$ cat config.mk
export PLATFORM = sky130hd
export DESIGN_NAME = dcache_nway
export DESIGN_NICKNAME = d
export VERILOG_FILES = /design/src/rtl/dcache_nway.sv
export SDC_FILE = /design/constraint.sdc
export NUM_CORES = 2
export LEC_CHECK = 0
export ABC_CLOCK_PERIOD_IN_PS = 6650
export CAP_MARGIN = 40
export CORE_ASPECT_RATIO = 1.4
export CORE_MARGIN = 2
export CORE_UTILIZATION = 30
export CTS_CLUSTER_DIAMETER = 40
export DETAILED_ROUTE_END_ITERATION = 7
export MAX_ROUTING_LAYER = met4
export PLACE_DENSITY_LB_ADDON = 0.08
export SETUP_SLACK_MARGIN = 0.1
export SYNTH_ARGS = -nofsm -noshare
export SYNTH_HDL_FRONTEND = slang
export SYNTH_SLANG_ARGS = --single-unit
$ cat constraint.sdc
create_clock -name CLK -period 6.65 [get_ports CLK]
set_input_delay 0.665 -clock CLK [delete_from_list [all_inputs] [get_ports CLK]]
set_output_delay 0.665 -clock CLK [all_outputs]
set_load 0.01 [all_outputs]
$ cat src/rtl/dcache_nway.sv
// dcache_nway: write-back, write-allocate N-way set-associative data cache
// with true-LRU replacement, plus a halt-time flush that writes every dirty
// block back to memory and then stores the hit count at CNT_ADDR.
//
// Ports:
//   CLK, RST          clock (rising edge), asynchronous active-high reset
//   halt              begin flush; the cache ends in DONE until reset
//   dmemREN/dmemWEN   datapath read/write request (write wins when both are set)
//   dmemaddr          datapath byte address
//   dmemstore         datapath write data
//   dhit              request completes this cycle (held high in DONE)
//   dmemload          read data for the hit word
//   flushed           flush and hit-count store finished
//   dREN/dWEN         memory read/write strobe
//   daddr/dstore      memory word address / write data
//   dload             memory read data
//   dwait             memory busy; a transfer completes in a cycle with dwait=0
module dcache_nway #(
    parameter int unsigned SETS     = 8,
    parameter int unsigned WAYS     = 2,
    parameter int unsigned WORDS    = 2,
    parameter logic [31:0] CNT_ADDR = 32'h0000_3100
) (
    input  logic        CLK,
    input  logic        RST,
    input  logic        halt,
    input  logic        dmemREN,
    input  logic        dmemWEN,
    input  logic [31:0] dmemaddr,
    input  logic [31:0] dmemstore,
    output logic        dhit,
    output logic [31:0] dmemload,
    output logic        flushed,
    output logic        dREN,
    output logic        dWEN,
    output logic [31:0] daddr,
    output logic [31:0] dstore,
    input  logic [31:0] dload,
    input  logic        dwait
);
    localparam int unsigned WOFF = $clog2(WORDS);
    localparam int unsigned IDXW = $clog2(SETS);
    localparam int unsigned TAGW = 30 - WOFF - IDXW;
    localparam int unsigned WW   = (WOFF > 0) ? WOFF : 1;
    localparam int unsigned AW   = (WAYS > 1) ? $clog2(WAYS) : 1;

    typedef enum logic [2:0] {
        IDLE, WB, FILL, FLUSH_SCAN, FLUSH_WB, CNT, DONE
    } state_t;

    state_t state_q, state_n;

    // Cache arrays; ages form a permutation per set (0 = most recently hit).
    logic            valid_q [SETS][WAYS];
    logic            dirty_q [SETS][WAYS];
    logic [AW-1:0]   age_q   [SETS][WAYS];
    logic [TAGW-1:0] tag_q   [SETS][WAYS];
    logic [31:0]     data_q  [SETS][WAYS][WORDS];

    // Miss context latched on the miss cycle, transfer and flush pointers.
    logic [AW-1:0]   vic_q;
    logic [IDXW-1:0] lidx_q;
    logic [TAGW-1:0] ltag_q;
    logic [WW-1:0]   wcnt_q;
    logic [IDXW-1:0] fset_q;
    logic [AW-1:0]   fway_q;
    logic [31:0]     hits_q;

    // Request address split.
    logic [TAGW-1:0] req_tag;
    logic [IDXW-1:0] req_idx;
    logic [WW-1:0]   req_word;
    logic            unused_byte_off;

    assign req_tag         = dmemaddr[31 -: TAGW];
    assign req_idx         = dmemaddr[2 + WOFF +: IDXW];
    assign req_word        = WW'((dmemaddr >> 2) & 32'(WORDS - 1));
    assign unused_byte_off = ^dmemaddr[1:0];

    logic last_word, last_pair;
    assign last_word = (wcnt_q == WW'(WORDS - 1));
    assign last_pair = (fset_q == IDXW'(SETS - 1)) && (fway_q == AW'(WAYS - 1));

    function automatic logic [31:0] blk_addr(input logic [TAGW-1:0] tag,
                                             input logic [IDXW-1:0] idx,
                                             input logic [WW-1:0]   word);
        blk_addr = (32'({tag, idx}) << (WOFF + 2)) | (32'(word) << 2);
    endfunction

    // Tag lookup and victim choice for the current request's set.
    logic          hit_c, inv_found;
    logic [AW-1:0] hit_way, vic_c;

    always_comb begin
        hit_c     = 1'b0;
        hit_way   = '0;
        inv_found = 1'b0;
        vic_c     = '0;
        for (int w = 0; w < int'(WAYS); w++) begin
            if (valid_q[req_idx][w] && (tag_q[req_idx][w] == req_tag)) begin
                hit_c   = 1'b1;
                hit_way = AW'(w);
            end
        end
        for (int w = 0; w < int'(WAYS); w++) begin
            if (age_q[req_idx][w] == AW'(WAYS - 1)) vic_c = AW'(w);
        end
        // Any invalid way takes precedence over the oldest one; lowest wins.
        for (int w = 0; w < int'(WAYS); w++) begin
            if (!valid_q[req_idx][w] && !inv_found) begin
                inv_found = 1'b1;
                vic_c     = AW'(w);
            end
        end
    end

    // Next-state and output decode.
    logic hit_take_c, miss_c;

    always_comb begin
        state_n    = state_q;
        dhit       = 1'b0;
        dmemload   = '0;
        flushed    = 1'b0;
        dREN       = 1'b0;
        dWEN       = 1'b0;
        daddr      = '0;
        dstore     = '0;
        hit_take_c = 1'b0;
        miss_c     = 1'b0;
        case (state_q)
            IDLE: begin
                if (halt) begin
                    state_n = FLUSH_SCAN;
                end else if (dmemWEN || dmemREN) begin
                    if (hit_c) begin
                        dhit       = 1'b1;
                        dmemload   = data_q[req_idx][hit_way][req_word];
                        hit_take_c = 1'b1;
                    end else begin
                        miss_c  = 1'b1;
                        state_n = (valid_q[req_idx][vic_c] && dirty_q[req_idx][vic_c])
                                  ? WB : FILL;
                    end
                end
            end
            WB: begin
                dWEN   = 1'b1;
                daddr  = blk_addr(tag_q[lidx_q][vic_q], lidx_q, wcnt_q);
                dstore = data_q[lidx_q][vic_q][wcnt_q];
                if (!dwait && last_word) state_n = FILL;
            end
            FILL: begin
                dREN  = 1'b1;
                daddr = blk_addr(ltag_q, lidx_q, wcnt_q);
                if (!dwait && last_word) state_n = IDLE;
            end
            FLUSH_SCAN: begin
                if (valid_q[fset_q][fway_q] && dirty_q[fset_q][fway_q]) state_n = FLUSH_WB;
                else if (last_pair)                                   state_n = CNT;
            end
            FLUSH_WB: begin
                dWEN   = 1'b1;
                daddr  = blk_addr(tag_q[fset_q][fway_q], fset_q, wcnt_q);
                dstore = data_q[fset_q][fway_q][wcnt_q];
                if (!dwait && last_word) state_n = last_pair ? CNT : FLUSH_SCAN;
            end
            CNT: begin
                dWEN   = 1'b1;
                daddr  = CNT_ADDR;
                dstore = hits_q;
                if (!dwait) state_n = DONE;
            end
            DONE: begin
                flushed = 1'b1;
                dhit    = 1'b1;
            end
            default: state_n = IDLE;
        endcase
    end

    // State register.
    always_ff @(posedge CLK or posedge RST) begin
        if (RST) state_q <= IDLE;
        else     state_q <= state_n;
    end

    // Control state, valid/dirty/age bookkeeping and the hit counter.
    always_ff @(posedge CLK or posedge RST) begin
        if (RST) begin
            vic_q  <= '0;
            lidx_q <= '0;
            ltag_q <= '0;
            wcnt_q <= '0;
            fset_q <= '0;
            fway_q <= '0;
            hits_q <= '0;
            for (int s = 0; s < int'(SETS); s++) begin
                for (int w = 0; w < int'(WAYS); w++) begin
                    valid_q[s][w] <= 1'b0;
                    dirty_q[s][w] <= 1'b0;
                    age_q[s][w]   <= AW'(w);
                end
            end
        end else begin
            case (state_q)
                IDLE: begin
                    if (halt) begin
                        fset_q <= '0;
                        fway_q <= '0;
                        wcnt_q <= '0;
                    end
                    if (hit_take_c) begin
                        hits_q <= hits_q + 32'd1;
                        if (dmemWEN) dirty_q[req_idx][hit_way] <= 1'b1;
                        // Hit way becomes youngest; only ways younger than it age.
                        for (int w = 0; w < int'(WAYS); w++) begin
                            if (AW'(w) == hit_way)
                                age_q[req_idx][w] <= '0;
                            else if (age_q[req_idx][w] < age_q[req_idx][hit_way])
                                age_q[req_idx][w] <= age_q[req_idx][w] + AW'(1);
                        end
                    end
                    if (miss_c) begin
                        vic_q  <= vic_c;
                        lidx_q <= req_idx;
                        ltag_q <= req_tag;
                        wcnt_q <= '0;
                    end
                end
                WB: begin
                    if (!dwait) wcnt_q <= last_word ? '0 : wcnt_q + WW'(1);
                end
                FILL: begin
                    if (!dwait) begin
                        wcnt_q <= last_word ? '0 : wcnt_q + WW'(1);
                        if (last_word) begin
                            valid_q[lidx_q][vic_q] <= 1'b1;
                            dirty_q[lidx_q][vic_q] <= 1'b0;
                        end
                    end
                end
                FLUSH_SCAN: begin
                    wcnt_q <= '0;
                    if (!(valid_q[fset_q][fway_q] && dirty_q[fset_q][fway_q]) && !last_pair) begin
                        if (fway_q == AW'(WAYS - 1)) begin
                            fway_q <= '0;
                            fset_q <= fset_q + IDXW'(1);
                        end else begin
                            fway_q <= fway_q + AW'(1);
                        end
                    end
                end
                FLUSH_WB: begin
                    if (!dwait) begin
                        wcnt_q <= last_word ? '0 : wcnt_q + WW'(1);
                        if (last_word) begin
                            dirty_q[fset_q][fway_q] <= 1'b0;
                            if (!last_pair) begin
                                if (fway_q == AW'(WAYS - 1)) begin
                                    fway_q <= '0;
                                    fset_q <= fset_q + IDXW'(1);
                                end else begin
                                    fway_q <= fway_q + AW'(1);
                                end
                            end
                        end
                    end
                end
                default: ;
            endcase
        end
    end

    // Tag and data arrays; contents are qualified by valid, so no reset.
    always_ff @(posedge CLK) begin
        if (hit_take_c && dmemWEN) data_q[req_idx][hit_way][req_word] <= dmemstore;
        if ((state_q == FILL) && !dwait) begin
            data_q[lidx_q][vic_q][wcnt_q] <= dload;
            if (last_word) tag_q[lidx_q][vic_q] <= ltag_q;
        end
    end

endmodule

---- After elaboration in Yosys (flattened, before gate mapping) ----
Memory sizes are Yosys's and may differ from the RTL's.
Index checks and enable logic that the tools add are counted.
operators by class
  add/subtract/negate cells ............... 6
  $lt $le $gt $ge ......................... 19
  equality and inequality tests ........... 27
  muxes and demuxes ....................... 159
  bitwise operators ....................... 24
  reductions and logical operators ........ 37
operators by type and width
  cell                                            count
  2-to-1 mux 64 bit                               11
  2-to-1 mux 128 bit                              4
  2-to-1 mux 32 bit                               15
  2-to-1 mux 16 bit                               12
  2-to-1 mux 26 bit                               7
  demux 64 bit (select 1 bit)                     2
  case mux 32 bit (4 select lines)                1
  OR reduction 128 bit                            1
  OR 32 x 3 -> 32 bit                             3
  case mux 32 bit (3 select lines)                1
  bitwise AND 16 bit                              4
  demux 32 bit (select 1 bit)                     2
  inverter 16 bit                                 4
  == test 26 bit                                  2
  2-to-1 mux 52 bit                               1
  2-to-1 mux 3 bit                                17
  2-to-1 mux 1 bit                                49
  case mux 16 bit (3 select lines)                1
  adder 32 x 1 -> 32 bit (second input constant)  1
  bitwise mux 16 bit                              2
  OR 16 bit                                       2
  binary-select mux 2 bit (select 3 bit)          5
  demux 2 bit (select 3 bit)                      5
  2-to-1 mux 2 bit                                15
  other kinds (32)                                105
word-level totals
  register bits ........................... 118
  bits in writable memories ............... 1440
  logic and storage cells ................. 330
  memories ................................ 2
memory list
  name    depth  bits a word  read ports  clocked after Yosys merged registers in  write ports  RTL line  source
  data_q  8      128          3           0                                        1            58        logic [31:0] data_q [SETS][WAYS][WORDS];
  tag_q   8      52           3           0                                        1            57        logic [TAGW-1:0] tag_q [SETS][WAYS];

---- Longest topological paths before layout ----
  word-level depth ........................ 18
  depth in mapped cells ................... 18
  depth with buffers taken out ............ 9

---- Worst setup path after synthesis ----
Ideal clock, no wire load.
  kind .................................... input-to-reg
  start point ............................. input dmemaddr[5]
  end point ............................... memory data_q[3][32] (netlist name), enable pin
  setup time .............................. 0.421 ns
  arrival time ............................ 4.745 ns
  required time ........................... 6.229 ns
  slack ................................... 1.484 ns
  cell stages on the path ................. 12
  path buffers ............................ 3
  cells stage by stage .................... buf_2 -> buf_4 -> buf_2 -> mux4_2 -> mux2i_1 -> xor2_1 -> nand3_1 -> or4_1 -> nor4b_2 -> nand2_1 -> o22a_1 -> nor2_1
on the way
  cells in the longest elaborated chain, start to end .. 15
  elaborated cells on any way between the ends .. 27
  classes of those cells .................. order compare (2); eq/ne (2); mux (16); bitwise (2); reduce/logical (4); memory (1)
RTL lines
  what                                                          RTL line  source
  from (decl)                                                   29        input logic [31:0] dmemaddr,
  branches (longest 15 deep; another with memory (8 x 52 bit))  -
  to (decl)                                                     58
Several ways; the timed one is not identified. The select of a mux whose other input is x is not followed.

---- Worst setup path after layout ----
  start point ............................. input dmemaddr[3]
  end point ............................... output dmemload[26]
on the way
  cells in the longest elaborated chain, start to end .. 17
  elaborated cells on any way between the ends .. 24
  classes of those cells .................. eq/ne (2); mux (16); bitwise (2); reduce/logical (2); memory (2)
RTL lines
  what                                                          RTL line  source
  branches (longest 13 deep; another with memory (8 x 52 bit))  -
  2-to-1 mux 32 bit (*)                                         136       if (hit_c) begin
  2-to-1 mux 32 bit (*)                                         135       end else if (dmemWEN || dmemREN) begin
  2-to-1 mux 32 bit (*)                                         133       if (halt) begin
  2-to-1 mux 32 bit (*)                                         131       case (state_q)
  to (decl)                                                     32        output logic [31:0] dmemload,
Mark *: on every way between the ends. The select of a mux whose other input is x is not followed.

==> reports/results.env <==
DOMINANTREGCELLSYNTH='edfxtp_1'
FLOORPLAN.INITIALDENSITY_PCT=30.2
FAILING_CHECKS='design-rule violations'
CHIPHEIGHT_UM=619
CP_DATA_ARRIVAL_TIME_NS=5.81
AVGSYNTHCELLAREA_UM2=11.8
CRIT_PATH_START_KIND='input pin'
IOS=202
COUNT_OF_DISTINCT_CELL_TYPES_IN_THE_SYNTHESIZED_NETLIST=89
CTS_RESIZED=1
PIN_COUNT_OF_THE_BIGGEST_NET_ENTERING_GLOBAL_ROUTING=80
CLKSLEWWORSTSETUPHOLDPATHS_NS=0.06
SETUP.WORST_PATH.END_CLASS='primary output'
PORTION_OF_SYNTHESIZED_CELL_AREA_OCCUPIED_BY_THE_LEADING_CELL_TYPE_PCT=53.3
TIMING.RR.START='tag_q[0][19]'
VDD_DROP_MAX_V=0.000684
SYN-CELL-AREA_MM2=0.0811
REQUIRED_NS=5.98
CTS_MADE_BUFFERS=266
REGAREA_MM2=0.0462
GRT_OVERFLOW=0
LEAKAGE_uW=0.0322
DP_WORST_SETUP_SLACK_NS=0.0643
MOST_COMMON_CELL_AFTER_LAYOUT_FILL_AND_TAPS_ASIDE='edfxtp_1'
AREA_OCCUPIED_BY_MULTI_INPUT_GATES_MM2=0.0327
CRITPATHKIND='in -> out'
QUANTITY_OF_HOLD_FIXING_BUFFERS_ADDED_AFTER_CTS=0
DRTANTENNAVIOLNETS=0
ANTENNA_FOUND_INITIAL=19
WORST_CLOCK_SKEW_NS=0.0716
FINAL-HOLD-VIOLATION-COUNT=0
TIMING.CRITICAL_PATH.FANOUT_MAX=79
FINAL_LAYOUT_SIZE_SUFFIX_GT1_SHARE_PCT=17.2
CORE_MM2=0.269
MOST_USED_CELLS_IN_THE_LAYOUT_EXCLUDING_FILL_AND_TAP_CELLS='edfxtp_1, a22oi_1, nand2_1'
PORT_BUFFERS=197
POSTCTSSETUPREPAIRBUFS=0
SYNTH_ASYNC_SR_FLOP_SHARE_PCT=7.57
GRT_PASS1_WL_UM=620000
FINALSETUPTNS_NS=0
SYNTH.AREA.TOP_CELLS='edfxtp_1, a22oi_1, mux2i_1'
YS_SEQ_ELEMENTS=1558
YOSYS.AREA.TOP_TYPE='edfxtp_1'
DRTITER0DRC=11298
CORE.ROWCOUNT=225
AVGROUTEDWIREPERCELL_UM=42.7
YOSYSWARNINGCOUNT=0
POST-ROUTE-DRC-COUNT=3
FINAL-SETUP-VIOL-COUNT=0
YOSYSSEQAREASHARE_PCT=57.0
NFILLCELLS=25925
CLK_PATH_BUF_DEPTH=4
RSZ0062_AT_GRT='no'
MIN_PERIOD_OVER_PERIOD_PCT=97.4
NUMBER_OF_SYNTHESIZED_FLOPS_WITH_AN_ENABLE_PIN=1440
SYN-INSTANCE-COUNT=6865
SETUP_WS_NS=0.176
DIE-AREA_MM2=0.275
NETS=7233
WORST_PIN_SLEW_NS=1.01
CRITPATHLAUNCH='dmemaddr[3]'
CTS_ROOT_BUF='clkbuf_16'
FIRST_GLOBAL_VIAS=71934
DIEWIDTH_UM=443
CAP_VIOL_MAX_COUNT=0
TRITONCTS_CLOCK_TREE='yes'
POWER_DENSITY_mW_PER_MM2=438
HPWLAFTERDP_UM=273000
SYN_TO_FINAL_GROWTH_PCT=23.0
HOLD_PATH.CLASS='in -> async'
DRT-VIAS-PER-INSTANCE=6.82
MAX_FREQ_MHz=154
VIAS=74132
CRIT_TOP_CELL='buf_4'
GRT_UTIL_ALL_LAYERS_PCT=33.5
WORST_SKEW_LATE_LATENCY_NS=0.89
CRITICAL_PATH.CELL_CHAIN='buf_6, buf_12, nor3b_1, buf_4, a22o_1, nor4_1, buf_4, o221ai_1, nor4_1, buf_4, nor4b_4, a41o_2, nand3_1, o2bb2ai_2, buf_4, clkdlybuf4s50_1'
FINALWORSTPATHREQUIREDPERIOD_NS=6.47
CTS.SINK_COUNT=1558
CRITICAL_PATH.MAX_STAGE_DELAY_NS=0.57
DETAILEDROUTE.FIRSTPASSITERATIONCOUNT=8
GP_CONGESTION=0.920
FINAL-MAX-SLEW-VIOLATION-COUNT=0
TIMING.MAX_SLEW.REL_SLACK_PCT=32.7
CTSHTREEMAXLEVEL=5
CRIT_PATH_TOP_DELAY_CELL='o2bb2ai_2'
RUN_STATUS='complete, but fails checks'
ROUTE.FINAL.WIRE_LENGTH_UM=464000
[critical path, delay by kind of cell]
kind                   cells  cell delay [ns]
AOI/OAI and AO/OA          4             1.19
buffers and inverters      7             2.17
and+or+nand+nor            5             1.57
[state kept, by name, summed over array words and instances, names as in the netlist]
signal / count
lidx_q: 3
age_q: 16
fway_q: 1
hits_q: 32
vic_q: 1
data_q: 1024
fset_q: 3
last_word: 1
state_q: 3
valid_q: 16
ltag_q: 26
dirty_q: 16
tag_q: 416
[routing by layer]
| metal | up-vias | GRT usage, % | wire (um) |
|---|---|---|---|
| met4 | 0 | 21.5 | 34500 |
| met3 | 1627 | 6.61 | 46200 |
| met5 | - | - | 0 |
| li1 | 28724 | - | - |
| met1 | 37813 | 39.7 | 171000 |
| met2 | 5968 | 52.1 | 212000 |
[power by group]
part / internal (uW) / switching (uW) / leakage, uW
clock: 8790 / 5290 / 0.00437
sequential: 11900 / 827 / 0.0145
combinational: 5000 / 11800 / 0.0134
[metrics by stage]
stage	cell area (um^2)	utilization (%)	total power [uW]	hold WS, ns	std cells
2_1_floorplan	81100	-	20800	0.442	6866
3_3_place_gp	89800	33.4	28900	0.470	10329
3_5_place_dp	90700	33.8	29200	0.479	10376
4_1_cts	99700	37.1	43300	0.192	10856
5_1_grt	99800	37.1	44600	0.244	10865
6_report	99800	37.2	43700	0.221	10873
[synthesized netlist by cell type (all sizes together) (14+ instances only)]
cell        n
edfxtp   1440
nand2b     14
o31ai      18
a222oi     22
o22ai     363
a221oi    243
mux2i     332
a31oi      51
mux4       80
nand3     190
o211ai     63
a221o      16
dfrtp     110
o21ai     354
a32oi      23
nor2      319
nand2     483
a21oi     297
and3       25
mux2      167
xnor2      19
buf       226
o2111ai    23
a22o      127
clkbuf    425
or2        14
xor2       40
a211oi     27
inv        24
a22oi     748
o221ai     42
nor3       86
nor2b      22
o22a       19
nand4     187
nor4       67
[worst paths after layout]
check	end	slack (ns)	cells past startpoint
max	dmemload[26]	0.18	16
min	dirty_q[2]	0.22	2
max reg2reg	data_q[4][55]	1.57	14
min reg2reg	valid_q[6]	0.49	1
max in group asynchronous	fset_q[1]	5.32	3
min in group CLK	valid_q[6]	0.49	1
[cells by family after synthesis]
family	after synthesis	synth area share, %
simple gates	1489	8.80
mux	579	8.65
flops	1558	57.0
other cells	1	0.00462
compound gates	2499	21.5
buf+inv	677	3.45
fa+ha+maj	3	0.0463
xor+xnor	59	0.637
[final cells by class]
cell class / count / area share [%]
flip-flops and latches: 1558 / 46.3
multi-input cells: 4631 / 32.8
repair buffers: 645 / 7.28
clock buffers: 315 / 7.23
well taps: 3518 / 4.41
clock inverters: 165 / 1.79
inverters: 26 / 0.109
diodes: 15 / 0.0376
Power figures use the tool's default switching activity.
